--- src/rtl/led_pattern_sequencer.sv ---
// LED pattern sequencer: 4 slide switches -> 8 LEDs (static/chase/bounce/count).
// Ports: clk, reset (sync, high), s[3:0] raw switches, led[7:0], tick; opt LED_PWM_DIM_EN.
module led_pattern_sequencer #(
  parameter int TICK_DIV   = 12_500_000,
  parameter int DEB_CYCLES = 500_000,
  parameter int PWM_BITS   = 4,
  parameter int DIM_DUTY   = 8
) (
  input  logic       clk,
  input  logic       reset,
  input  logic [3:0] s,
  output logic [7:0] led,
  output logic       tick
);

  localparam int PW = (TICK_DIV > 2) ? $clog2(TICK_DIV) : 1;
  localparam int DW = $clog2(DEB_CYCLES + 1);
  localparam logic [PW-1:0] TMAX = PW'(TICK_DIV - 1);
  localparam logic [DW-1:0] DMAX = DW'(DEB_CYCLES - 1);

  typedef enum logic [1:0] {
    M_STATIC = 2'b00,
    M_CHASE  = 2'b01,
    M_BOUNCE = 2'b10,
    M_COUNT  = 2'b11
  } mode_t;

  logic [3:0]    s_meta;
  logic [3:0]    s_sync;
  logic [3:0]    s_db;
  logic [DW-1:0] db_cnt [4];

  mode_t         mode_q;
  mode_t         mode_d;
  mode_t         mode;
  logic          pause;
  logic          dir;
  logic [7:0]    pattern;
  logic [7:0]    pattern_d;
  logic          bdir;
  logic          bdir_d;
  logic [PW-1:0] presc;
  logic [PW-1:0] presc_d;
  logic          step;

  always_ff @(posedge clk) begin
    if (reset) begin
      s_meta <= '0;
      s_sync <= '0;
      s_db   <= '0;
      for (int i = 0; i < 4; i++) db_cnt[i] <= '0;
    end else begin
      s_meta <= s;
      s_sync <= s_meta;
      for (int i = 0; i < 4; i++) begin
        if (s_sync[i] == s_db[i]) begin
          db_cnt[i] <= '0;
        end else if (db_cnt[i] == DMAX) begin
          db_cnt[i] <= '0;
          s_db[i]   <= s_sync[i];
        end else begin
          db_cnt[i] <= db_cnt[i] + 1'b1;
        end
      end
    end
  end

  assign mode  = mode_t'(s_db[1:0]);
  assign pause = s_db[2];
  assign dir   = s_db[3];
  assign tick  = (presc == TMAX);
  assign step  = tick & ~pause;

  always_comb begin
    mode_d    = mode_q;
    pattern_d = pattern;
    bdir_d    = bdir;
    presc_d   = tick ? '0 : presc + 1'b1;
    if (mode != mode_q) begin
      // entry wins over a coincident tick
      mode_d  = mode;
      presc_d = '0;
      unique case (mode)
        M_CHASE:  pattern_d = dir ? 8'h80 : 8'h01;
        M_BOUNCE: begin
          pattern_d = dir ? 8'h80 : 8'h01;
          bdir_d    = dir;
        end
        M_COUNT:  pattern_d = 8'h00;
        default:  pattern_d = {~s_db, s_db};
      endcase
    end else if (mode_q == M_STATIC) begin
      pattern_d = {~s_db, s_db};
    end else if (step) begin
      unique case (mode_q)
        M_CHASE: begin
          if (dir) pattern_d = {pattern[0], pattern[7:1]};
          else     pattern_d = {pattern[6:0], pattern[7]};
        end
        M_BOUNCE: begin
          if (!bdir) begin
            if (pattern[7]) begin
              pattern_d = 8'h40;
              bdir_d    = 1'b1;
            end else begin
              pattern_d = pattern << 1;
            end
          end else begin
            if (pattern[0]) begin
              pattern_d = 8'h02;
              bdir_d    = 1'b0;
            end else begin
              pattern_d = pattern >> 1;
            end
          end
        end
        M_COUNT: begin
          if (dir) pattern_d = pattern - 8'd1;
          else     pattern_d = pattern + 8'd1;
        end
        default: pattern_d = pattern;
      endcase
    end
  end

  always_ff @(posedge clk) begin
    if (reset) begin
      mode_q  <= M_STATIC;
      pattern <= 8'h00;
      bdir    <= 1'b0;
      presc   <= '0;
    end else begin
      mode_q  <= mode_d;
      pattern <= pattern_d;
      bdir    <= bdir_d;
      presc   <= presc_d;
    end
  end

`ifdef LED_PWM_DIM_EN
  localparam logic [PWM_BITS:0] DUTY = (PWM_BITS+1)'(DIM_DUTY);
  logic [PWM_BITS-1:0] pwm_cnt;

  always_ff @(posedge clk) begin
    if (reset) begin
      pwm_cnt <= '0;
      led     <= 8'h00;
    end else begin
      pwm_cnt <= pwm_cnt + 1'b1;
      led     <= pattern & {8{({1'b0, pwm_cnt} < DUTY)}};
    end
  end
`else
  always_ff @(posedge clk) begin
    if (reset) led <= 8'h00;
    else       led <= pattern;
  end
`endif

endmodule

--- config.mk ---
export PLATFORM = sky130hd
export DESIGN_NAME = led_pattern_sequencer
export DESIGN_NICKNAME = d
export VERILOG_FILES = /design/src/rtl/led_pattern_sequencer.sv
export SDC_FILE = /design/constraint.sdc
export NUM_CORES = 1
export LEC_CHECK = 0
export BUFFER_PORTS_ARGS = -buffer_cell sky130_fd_sc_hd__clkbuf_2
export CORE_ASPECT_RATIO = 1.2
export CORE_MARGIN = 2
export CORE_UTILIZATION = 44
export DETAILED_ROUTE_END_ITERATION = 12
export GPL_TIMING_DRIVEN = 1
export HOLD_SLACK_MARGIN = 0.12
export PLACE_DENSITY = 0.66
export SETUP_SLACK_MARGIN = 0.05
export SYNTH_ARGS = -nofsm -noshare
export SYNTH_HDL_FRONTEND = slang
export SYNTH_SLANG_ARGS = --single-unit
export TNS_END_PERCENT = 5
--- constraint.sdc ---
create_clock -name clk -period 5.16 [get_ports clk]
set_input_delay 0.258 -clock clk [delete_from_list [all_inputs] [get_ports clk]]
set_output_delay 0.258 -clock clk [all_outputs]
set_load 0.01 [all_outputs]
==> results.txt <==
Leakage: 2.90 nW
placer's final routability congestion estimate: 0.839
commonest non-fill, non-tap cells in the layout: nor2_1 (155), edfxtp_1 (76), conb_1 (76), nand2_1 (59), dfxtp_1 (55)
area grow syn2layout: 16.5%
Fmax achieved: 389 MHz
vias per inst: 4.92
# clock sinks: 131
largest net degree at the start of global routing: 38
Cell Rows: 50
Mean Syn Cell Area: 9.55 um2
DRC viols: 0
commonest non-fill, non-tap cell in the layout: nor2_1
# IOs: 15
first drt pass iteration count: 5
VDD IR max: 0.000168 V
Core Box Area: 15500 um2
register area: 3380 um2
DR vias: 5098
wire per inst: 12.2 um
Setup Skew: 0.00643 ns
status: completed
CP arrival: 2.85 ns
top_reg_cell synth: edfxtp_1
Final HPWL DP: 8620 um
Tot Pwr: 2.46 mW
number of synthesized register bits: 131
Iter 0 DRT Violations: 292
Max Buffers Root-to-Sink: 2
TNS Setup: 0 ns
fraction of layout cells with a size suffix above 1: 0.0748
Final Cycle Share: 0.499
global-route wire length before repair: 22000 um
max-slew violations: 0
number of global-route vias before repair: 4834
gr ovfl total: 0
antenna diode count: 0
PwrDens: 303 nW/um2
antenna violations before repair: 0
Crit Path Category: flip-flop to flip-flop
Tightest Pin Transition: 0.949 ns
Final setup viols: 0
adder-cell area share of the yosys netlist: 0.0335
FFs w/ async S/R, synth: 0
Critical Path End Type: flip-flop
clock period minus worst slack: 2.57 ns
mux cell area share after synthesis: 0.0133
clk slew on worst S/H paths: 0.06 ns
slew margin rel.: 0.366
post-layout util: 0.522
largest fanout on the critical path: 28
Multi-input gate area: 3680 um2
MaxCap Viol Count: 0
final net count: 840
clock tree root driver cell: clkbuf_16
largest family of logic cells by synthesized area: simple AND/OR/NAND/NOR gates
CTS tree: built
kind of start point of the critical path: flip-flop
Critical Path RT: 5.43 ns
Post-CTS Setup Inserts: 0
Hold Crit Class: flip-flop to flip-flop
Initial Util: 0.448
synth warn: 0
final hold violation count: 0
Synth area leader: edfxtp_1
number of fill cells in the layout: 1468
die width: 119 um
RSZ-0062 raised after global routing: no
Gate Count Post-Synth: 728
gr usage total: 0.162
Die Ht: 142 um
Synth Area in Simple Gates: 0.257
H-tree depth: 4
Synth cell types: 65
clk_lat worst skew: 0.42 ns
EDFF count, synth: 76
register area share after synthesis: 0.486
DIE AREA: 16800 um2
Synth area leaders: edfxtp_1 (33%), dfxtp_1 (16%), nor2_1 (8.4%), xnor2_1 (6.2%), xor2_1 (6.2%)
Port Buf Inserts: 14
WL final: 12600 um
Post-Synth XOR/XNOR Area: 0.123
post-synth top area share: 0.328
Synth Area in Compound Gates: 0.0615
post-synthesis instance area: 6960 um2
antenna violation net count after detailed routing: 0
total CTS buffers: 17
==> timing repair <==
action,in CTS,in global routing
gates resized for setup,0,0
hold buffers,4,0
endpoints found under the hold margin,4,0
==> state kept, by name, indices dropped and copies added, names as in the netlist <==
signal / count
db_cnt: 76
presc: 24
led: 8
pattern: 8
s_db: 4
s_meta: 4
s_sync: 4
mode_q: 2
bdir: 1
==> power by group <==
part,internal [mW],switching (mW)
sequential,1.14,0.0347
clock,0.749,0.447
combinational,0.0351,0.0489
==> worst max-delay path: stages (launching register included) <==
cell      delay, ns
dfxtp_1        0.94
ha_1           0.34
nand3_1        0.13
a211oi_1       0.34
nor2_1         0.12
a41o_1         0.24
nor3_1         0.20
o32ai_1        0.12
==> cell usage after synthesis, types with 2 or more instances <==
library cell    n
a211o_1         2
a21oi_1        12
a221oi_1        2
a22oi_1         2
a31oi_1         2
a32o_1          2
and2_1          3
and3_1         10
and4_1          9
buf_1           2
buf_2           3
clkbuf_1       18
dfxtp_1        55
edfxtp_1       76
ha_1           17
inv_1          19
mux2_2          2
mux2i_1         7
nand2_1        59
nand2b_1        2
nand3_1        43
nand3b_1        2
nand4_1        19
nor2_1        155
nor2b_1        15
nor3_1         16
nor3b_1         3
nor4_1          7
nor4b_1         5
o211ai_1        3
o21ai_0        12
o22ai_1         3
o311a_2         2
o32ai_1         2
or2_2           2
or3_1           9
or4_1           2
xnor2_1        49
xor2_1         49
==> area by class of cell <==
class / count / area share
clock inverters: 13 / 0.0161
repair buffers: 18 / 0.0136
flip-flops and latches: 131 / 0.418
multi-input cells: 629 / 0.454
clock buffers: 19 / 0.0573
well taps: 208 / 0.0321
inverters: 19 / 0.00880
==> cell families (layout without fill, tap and decap cells) <==
| family | Yosys count | in the layout |
|---|---|---|
| AO/OA/AOI/OAI | 58 | 58 |
| XOR/XNOR | 98 | 98 |
| adder cells (fa/ha/maj) | 18 | 18 |
| buffers and inverters | 43 | 69 |
| flip-flops | 131 | 131 |
| multiplexers | 9 | 9 |
| other | 1 | 76 |
| AND/OR/NAND/NOR | 370 | 370 |
==> per-layer routing <==
metal | wire length [um] | track usage
met1 | 6090 | 0.203
met2 | 5980 | 0.260
met3 | 375 | 0.0398
met4 | 181 | 0.0815
met5 | 0 | 0
==> per-stage QoR <==
| stage | instance area, um2 | std cells | worst slack [ns] | hold slack [ns] |
|---|---|---|---|---|
| final | 8100 | 1037 | 2.59 | 0.443 |
| after global routing | 8100 | 1037 | 2.32 | 0.457 |
| after CTS | 8100 | 1037 | 2.59 | 0.448 |
| after detailed placement | 7470 | 1001 | 2.61 | 0.431 |
| after floorplan | 7240 | 803 | 3.05 | 0.386 |
| after global placement | 7470 | 1001 | 2.65 | 0.421 |
==> final timing paths <==
| path | cells after the start | from | end | slack, ns |
|---|---|---|---|---|
| max reg2reg | 7 | s_db[3] | pattern[7] | 2.59 |
| min reg2reg | 1 | s_meta[3] | s_sync[3] | 0.44 |
| min | 1 | s_meta[3] | s_sync[3] | 0.44 |
| max | 7 | s_db[3] | pattern[7] | 2.59 |
No activity file was read; power rests on OpenSTA's default activity.
